`src/rtl/switch_debouncer_if.sv`:
```
// Switch-conditioning bundle: raw pin in, debounced level, edge pulses and state for debug.
interface switch_debouncer_if;
  logic       sw_raw;
  logic       sw_clean;
  logic       rise_pulse;
  logic       fall_pulse;
  logic [1:0] state_dbg;

  modport master (
    output sw_raw,
    input  sw_clean,
    input  rise_pulse,
    input  fall_pulse,
    input  state_dbg
  );

  modport slave (
    input  sw_raw,
    output sw_clean,
    output rise_pulse,
    output fall_pulse,
    output state_dbg
  );
endinterface

```
`src/rtl/switch_debouncer.sv`:
```
// Two-flop synchronizer followed by a stability-counter FSM that turns a bouncing
// board switch into a clean level with single-cycle rise/fall pulses.
module switch_debouncer #(
  parameter int STABLE_CYCLES = 500000,
  parameter int CNT_WIDTH     = 20
) (
  input logic               clk,
  input logic               reset,
  switch_debouncer_if.slave sw
);

  typedef enum logic [1:0] {
    STABLE_LOW  = 2'b00,
    WAIT_HIGH   = 2'b01,
    STABLE_HIGH = 2'b10,
    WAIT_LOW    = 2'b11
  } state_t;

  localparam logic [CNT_WIDTH-1:0] CNT_LAST = CNT_WIDTH'(STABLE_CYCLES - 1);
  localparam logic [CNT_WIDTH-1:0] CNT_ONE  = CNT_WIDTH'(1);
  localparam logic [CNT_WIDTH-1:0] CNT_ZERO = CNT_WIDTH'(0);

  logic                 sync1_r;
  logic                 sync2_r;
  state_t               state_r;
  logic [CNT_WIDTH-1:0] cnt_r;
  logic                 clean_r;
  logic                 rise_r;
  logic                 fall_r;

  // Bring the asynchronous pin into the clk domain; only sync2_r is used below.
  always_ff @(posedge clk or negedge reset) begin
    if (!reset) begin
      sync1_r <= 1'b0;
      sync2_r <= 1'b0;
    end else begin
      sync1_r <= sw.sw_raw;
      sync2_r <= sync1_r;
    end
  end

  // Debounce FSM with registered level and edge pulses.
  always_ff @(posedge clk or negedge reset) begin
    if (!reset) begin
      state_r <= STABLE_LOW;
      cnt_r   <= CNT_ZERO;
      clean_r <= 1'b0;
      rise_r  <= 1'b0;
      fall_r  <= 1'b0;
    end else begin
      rise_r <= 1'b0;
      fall_r <= 1'b0;
      case (state_r)
        STABLE_LOW: begin
          if (sync2_r) begin
            state_r <= WAIT_HIGH;
            cnt_r   <= CNT_ZERO;
          end
        end
        WAIT_HIGH: begin
          if (!sync2_r) begin
            state_r <= STABLE_LOW;
            cnt_r   <= CNT_ZERO;
          end else if (cnt_r == CNT_LAST) begin
            state_r <= STABLE_HIGH;
            clean_r <= 1'b1;
            rise_r  <= 1'b1;
          end else begin
            cnt_r <= cnt_r + CNT_ONE;
          end
        end
        STABLE_HIGH: begin
          if (!sync2_r) begin
            state_r <= WAIT_LOW;
            cnt_r   <= CNT_ZERO;
          end
        end
        WAIT_LOW: begin
          // A return to high is a bounce: the accepted level never left 1.
          if (sync2_r) begin
            state_r <= STABLE_HIGH;
            cnt_r   <= CNT_ZERO;
          end else if (cnt_r == CNT_LAST) begin
            state_r <= STABLE_LOW;
            clean_r <= 1'b0;
            fall_r  <= 1'b1;
          end else begin
            cnt_r <= cnt_r + CNT_ONE;
          end
        end
        default: begin
          state_r <= STABLE_LOW;
          cnt_r   <= CNT_ZERO;
          clean_r <= 1'b0;
        end
      endcase
    end
  end

  assign sw.sw_clean   = clean_r;
  assign sw.rise_pulse = rise_r;
  assign sw.fall_pulse = fall_r;
  assign sw.state_dbg  = state_r;

endmodule
```
`src/flat_wrapper.sv`:
```
// flat-port wrapper written by rule: the top's interface ports become plain ports
module switch_debouncer_flat 
#(
  parameter int STABLE_CYCLES = 500000,
  parameter int CNT_WIDTH     = 20
)
  (clk, reset, sw_sw_raw, sw_sw_clean, sw_rise_pulse, sw_fall_pulse, sw_state_dbg);
  switch_debouncer_if sw_i ();
  input logic clk;
  input logic reset;
  input wire logic [$bits(sw_i.sw_raw)-1:0] sw_sw_raw;
  output wire logic [$bits(sw_i.sw_clean)-1:0] sw_sw_clean;
  output wire logic [$bits(sw_i.rise_pulse)-1:0] sw_rise_pulse;
  output wire logic [$bits(sw_i.fall_pulse)-1:0] sw_fall_pulse;
  output wire logic [$bits(sw_i.state_dbg)-1:0] sw_state_dbg;
  assign sw_i.sw_raw = sw_sw_raw;
  assign sw_sw_clean = sw_i.sw_clean;
  assign sw_rise_pulse = sw_i.rise_pulse;
  assign sw_fall_pulse = sw_i.fall_pulse;
  assign sw_state_dbg = sw_i.state_dbg;
  switch_debouncer #(.STABLE_CYCLES(STABLE_CYCLES), .CNT_WIDTH(CNT_WIDTH)) u_core (.clk(clk), .reset(reset), .sw(sw_i));
endmodule
```
`config.mk`:
```
export PLATFORM = sky130hd
export DESIGN_NAME = switch_debouncer_flat
export DESIGN_NICKNAME = d
export VERILOG_FILES = /design/src/rtl/switch_debouncer_if.sv /design/src/rtl/switch_debouncer.sv /design/src/flat_wrapper.sv
export SDC_FILE = /design/constraint.sdc
export NUM_CORES = 1
export LEC_CHECK = 0
export CAP_MARGIN = 20
export CORE_MARGIN = 5
export CORE_UTILIZATION = 30
export DETAILED_ROUTE_END_ITERATION = 7
export GPL_TIMING_DRIVEN = 0
export PLACE_DENSITY = 0.58
export REMOVE_ABC_BUFFERS = 1
export SLEW_MARGIN = 20
export SYNTH_ARGS = -nofsm -noshare
export SYNTH_HDL_FRONTEND = slang
export SYNTH_SLANG_ARGS = --single-unit
```
`constraint.sdc`:
```
create_clock -name clk -period 1.83 [get_ports clk]
set_input_delay 0.366 -clock clk [delete_from_list [all_inputs] [get_ports clk]]
set_output_delay 0.366 -clock clk [all_outputs]
set_load 0.01 [all_outputs]
```
==> flow_metrics.tcl, run 1 <==
set metrics [dict create \
    post_drt_wl_per_cell_um 15.2 \
    grt_pass1_vias 1216 \
    regArea_um2 682 \
    finClkSkew_ps 3.03 \
    status "completed" \
    hold_class "in -> async" \
    cts_tree "yes" \
    max_slew_margin_pct 57.9 \
    viasPerCell 5.39 \
    cp-start-kind "flip-flop" \
    drtPass1Iterations 4 \
    die_w_um 79.9 \
    clock-sinks 27 \
    drv_cap 0 \
    die_area_um2 6390 \
    clk_pin_slew_worst_paths_ps 100 \
    crit_chain "nand3_2 -> nor4b_4 -> nand2_1 -> or4_1 -> nand3_1" \
    ys_ff_latch 27 \
    setup_violations 0 \
    crit_fanout 7 \
    tns_ps 0 \
    first_iter_violations 75 \
    core_um2 4720 \
    crit_path_end_kind "flip-flop" \
    cts_buffer_depth 2 \
    cp_slowest_cell "dfrtp_1" \
    cp.arrival_ps 2030 \
    yosys.area.top_type "dfrtp_1" \
    multi_input_area_um2 816 \
    drive_gt1_share_pct 27.3 \
    n_fill_cell 470 \
    cp.required_ps 2060 \
    final_nets 177 \
    grt_setup_unrepaired "yes" \
    grt_overflow 0 \
    grt_use_total_pct 11.6 \
    power_frac_seq_pct 57.7 \
    gp_congestion 0.882 \
    p_int_w 0.000787 \
    io_pins 8 \
    async_reset_ff_share_pct 100 \
    fp.dieH_um 79.9 \
    place_area_um2 1580 \
    power.total_w 0.00106 \
    synth_warnings 0 \
    num_rows 25 \
    cts_buffers 3 \
    n_antenna_cell 0 \
    dp_hpwl_mm 2.32 \
    seq_area_frac_synth_pct 46.0 \
    area_delta_synth_final_pct 23.8 \
    power.density_nw_per_um2 583 \
    hold_viol_final 0 \
    antenna_found_initial 0 \
    fin_crit_ps 1800 \
    tightestPinTransition_ps 631 \
    crit_type "reg -> reg" \
    synth.top_cells.by_area "dfrtp_1 46%, o21ai_0 5.5%, nand2_1 3.6%, xor2_1 3.6%, nand4_1 3.4%" \
    antenna_left 0 \
    synth_top_area_share_pct 46.0 \
    power_frac_comb_pct 7.1 \
    synthDistinctLibCells 41 \
    start_util_pct 31.1 \
    ir_worst_vdd_uv 300 \
    grt_max_degree 28 \
    final-max-slew-violation-count 0 \
    drc 0 \
    avgSynthCellArea_um2 9.72 \
    cts_hold_buffers 0 \
    vias 1288 \
    htreeDepth 1 \
    fin_area_um2 1820 \
    clock_power_share_pct 35.2 \
    io_buffers 7 \
    power.switching_w 0.000272 \
    syn-cell-area_um2 1470 \
    synth_flop_cell "dfrtp_1" \
    min_period_over_period_pct 98.2 \
    netlist_instances 151 \
    fmax_mhz 556 \
    wl_mm 3.64 \
    p_leak_nw 0.743 \
    postLayoutCoreUtil_pct 38.5 \
    switching_share_pct 25.7 \
    cts_root_buffer "clkbuf_8" \
    max_stage_delay_ps 500 \
    synth-edff-count 0 \
    grt_pass1_wl_mm 5.85 \
    insertion_delay_ps 290 \
]
state kept, by name (all words and copies together) (netlist names), named ones only:
| register | count |
|---|---|
| u_core.sw.state_dbg | 1 |
| u_core.sw.fall_pulse | 1 |
| u_core.sync2_r | 1 |
| u_core.sw.rise_pulse | 1 |
| u_core.sw.sw_clean | 1 |
| u_core.sync1_r | 1 |
| u_core.cnt_r | 20 |
placed cells by master (no fill, tap or decap), types with 2 or more instances in the layout:
cell	count
dfrtp_1	22
o21ai_0	16
buf_4	14
nand2_1	13
nor2_1	11
nand3_1	8
nand4_1	8
clkdlybuf4s50_1	6
nor3_1	5
xor2_1	5
dfrtp_2	5
nor4b_2	4
a21oi_1	4
inv_1	3
a31oi_1	3
clkbuf_8	3
nor2_4	2
a41oi_1	2
mux2_2	2
and4_1	2
o22ai_1	2
or4_1	2
o41ai_1	2
per-layer routing:
layer  wire length, um  track usage, %
met5                 0               0
met4                63            4.56
met3                85            1.47
met2              1830            20.4
met1              1660            14.3
cells in the mapped netlist (3+ instances only):
cell and number:
a21oi_1 4, a31oi_1 3, and4_1 3, dfrtp_1 27, inv_1 3, nand2_1 14
nand3_1 8, nand4_1 8, nor2_1 13, nor3_1 6, nor4b_1 3, o21ai_0 16
xor2_1 6
cell families after synthesis:
logic type | count (synthesis) | share of synthesized area, %
AOI/OAI and AO/OA | 33 | 13.5
xor gates and xnor gates | 7 | 4.18
adders and majority gates | 1 | 0.852
buffers and inverters | 8 | 3.15
DFF | 27 | 46.0
muxes | 2 | 1.53
and+or+nand+nor | 73 | 30.8
critical path: cells and delay by family (launching register included):
| kind | cells | cell delay (ps) |
|---|---|---|
| flip-flops | 1 | 500 |
| AND/OR/NAND/NOR | 5 | 1240 |
power by group through the flow:
stage	clock network, W	logic, W	registers (W)
after floorplan	0	0.0000288	0.000623
after global placement	0	0.0000565	0.000623
after detailed placement	0	0.0000585	0.000624
after CTS	0.000370	0.0000758	0.000610
after global routing	0.000394	0.0000849	0.000612
final	0.000372	0.0000756	0.000611
path summary, 6_finish.rpt:
path	depth (start not counted)	endpoint	start	slack (ps)
setup reg to reg	5	u_core.cnt_r[19]	u_core.cnt_r[4]	30
hold / removal	1	u_core.sw.sw_clean	reset	80
min in group clk	0	u_core.sync2_r	u_core.sync1_r	360
setup / recovery	5	u_core.cnt_r[19]	u_core.cnt_r[4]	30
max in group asynchronous	1	u_core.cnt_r[7]	reset	1300
hold reg to reg	0	u_core.sync2_r	u_core.sync1_r	360
timing repair:
| item | in CTS | in global routing |
|---|---|---|
| gates resized for setup | 7 | 14 |
| endpoints found under the setup margin | 21 | 18 |
| buffers inserted | 11 | 4 |
| pin swaps | 3 | 0 |
through the flow:
stage / hold slack, ps / setup slack, ps / cells
after floorplan: 70.4 / 111 / 146
after global placement: 333 / -179 / 220
after detailed placement: 337 / -262 / 220
after CTS: 109 / 10.2 / 235
after global routing: 141 / -34.2 / 239
final: 79.6 / 32.2 / 239
layout make-up:
type	count	area share, %
multi-input cells	116	44.9
clock buffers	3	2.27
clock inverters	1	0.413
flip-flops and latches	27	37.5
well taps	67	4.61
repair buffers	22	9.64
inverters	3	0.620
(Power assumes the default switching activity.)
==> run 2, diff against run 1 <==
==> constraint.sdc (replaced) <==
create_clock -name clk -period 1.83 [get_ports clk]
set_input_delay 0.4575 -clock clk [delete_from_list [all_inputs] [get_ports clk]]
set_output_delay 0.4575 -clock clk [all_outputs]
set_load 0.01 [all_outputs]
==> run 2 against run 1 <==
Compared with the run above:
- flip-flop and latch count did not move
- via count rose by 0.31%
- clock skew fell by 1.5 ps
==> flow_metrics.tcl, run 2 (synthesis results as in run 1) <==
set metrics [dict create \
    cts_tree "yes" \
    cp_slowest_cell "clkdlybuf4s50_1" \
    clk_pin_slew_worst_paths_ps 100 \
    first_iter_violations 89 \
    drtPass1Iterations 5 \
    final_common_cell "dfrtp_1" \
    cts_buffers 3 \
    fin_crit_ps 1770 \
    viasPerCell 5.36 \
    area_delta_synth_final_pct 26.3 \
    grt_overflow 0 \
    hold_class "in -> async" \
    fmax_mhz 566 \
    insertion_delay_ps 290 \
    htreeDepth 1 \
    hold_viol_final 0 \
    crit_type "reg -> out" \
    min_period_over_period_pct 96.5 \
    status "completed" \
    crit_path_end_kind "primary output" \
    cts_buffer_depth 2 \
    grt_pass1_vias 1216 \
    antenna_left 0 \
    cts_hold_buffers 0 \
    post_drt_wl_per_cell_um 15.2 \
    power.total_w 0.00106 \
    grt_setup_unrepaired "no" \
    cp-start-kind "flip-flop" \
    p_leak_nw 0.758 \
    cp.required_ps 1370 \
    core_um2 4720 \
    drv_cap 0 \
    final-max-slew-violation-count 0 \
    cts_root_buffer "clkbuf_8" \
    setup_violations 0 \
    crit_family "buffers and inverters" \
    die_area_um2 6390 \
    tns_ps 0 \
    final_nets 179 \
    drc 0 \
    grt_pass1_wl_mm 5.85 \
    layout_common_cells "19 x dfrtp_1, 16 x o21ai_0, 16 x buf_4" \
    tightestPinTransition_ps 627 \
    crit_fanout 6 \
    ir_worst_vdd_uv 297 \
    crit_buf_inv 1 \
    start_util_pct 31.1 \
    fin_cells 241 \
    wl_mm 3.67 \
    antenna_found_initial 0 \
    max_slew_margin_pct 58.2 \
    die_w_um 79.9 \
    n_antenna_cell 0 \
    power.density_nw_per_um2 571 \
    grt_max_degree 28 \
    fp.dieH_um 79.9 \
    rrSetupSlack_ps 80 \
    max_stage_delay_ps 570 \
    n_fill_cell 466 \
    vias 1292 \
    clock-sinks 27 \
    largest_reg_flops 20 \
    placedCellCount 220 \
    finClkSkew_ps 1.50 \
    io_buffers 7 \
    top_register "u_core.cnt_r" \
    gp_congestion 0.882 \
    drive_gt1_share_pct 29.9 \
    cp.arrival_ps 1310 \
    io_pins 8 \
    crit_chain "clkdlybuf4s50_1" \
    postLayoutCoreUtil_pct 39.3 \
    grt_use_total_pct 11.6 \
    num_rows 25 \
    dp_hpwl_mm 2.32 \
]
## run 2: power by group
group / switching (W) / internal, W
Sequential: 0.00000926 / 0.000603
Clock: 0.000214 / 0.000156
Combinational: 0.0000482 / 0.0000296
## run 2: final cells by class
class	instances	area [um2]	area share [%]
Multi-Input combinational cell	116	835	45.0
Clock inverter	1	7.51	0.405
Timing Repair Buffer	24	190	10.3
Tap cell	67	83.8	4.52
Inverter	3	11.3	0.607
Clock buffer	3	41.3	2.23
Sequential cell	27	686	37.0
## run 2: worst paths after layout
check	endpoint	cells past startpoint	from
setup / recovery	sw_state_dbg[1]	1	flip-flop
hold / removal	u_core.sw.rise_pulse	1	reset
setup reg to reg	u_core.cnt_r[19]	6	u_core.cnt_r[0]
hold reg to reg	u_core.sync2_r	0	u_core.sync1_r
max in group asynchronous	u_core.cnt_r[7]	1	reset
min in group clk	u_core.sync2_r	0	u_core.sync1_r
## run 2: timing repair
item	CTS	global route
buffers inserted	11	6
setup endpoints to repair	21	18
resized for setup	7	19
pin swaps	3	1
## run 2: worst reg2reg max path, stage by stage (launching register included)
cell,delay (ps)
dfrtp_1,410
buf_4,150
nand4_4,140
nor4b_4,360
nand2_1,110
or4_1,410
nand3_1,100
## run 2: layer usage
| metal | vias up | GRT usage, % | part of all wire (%) |
|---|---|---|---|
| li1 | 615 | - | - |
| met1 | 640 | 14.3 | 45 |
| met2 | 28 | 20.4 | 50 |
| met3 | 9 | 1.47 | 2.6 |
| met4 | 0 | 4.56 | 2.6 |
| met5 | - | 0 | 0 |
## run 2: per-stage QoR
stage | instance area (um2) | hold WS, ps | setup slack [ps]
finish | 1850 | 175 | 63.9
global route | 1850 | 234 | 1.68
CTS | 1740 | 200 | -26.7
detailed placement | 1580 | 337 | -262
global placement | 1590 | 333 | -179
floorplan | 1430 | 162 | 111
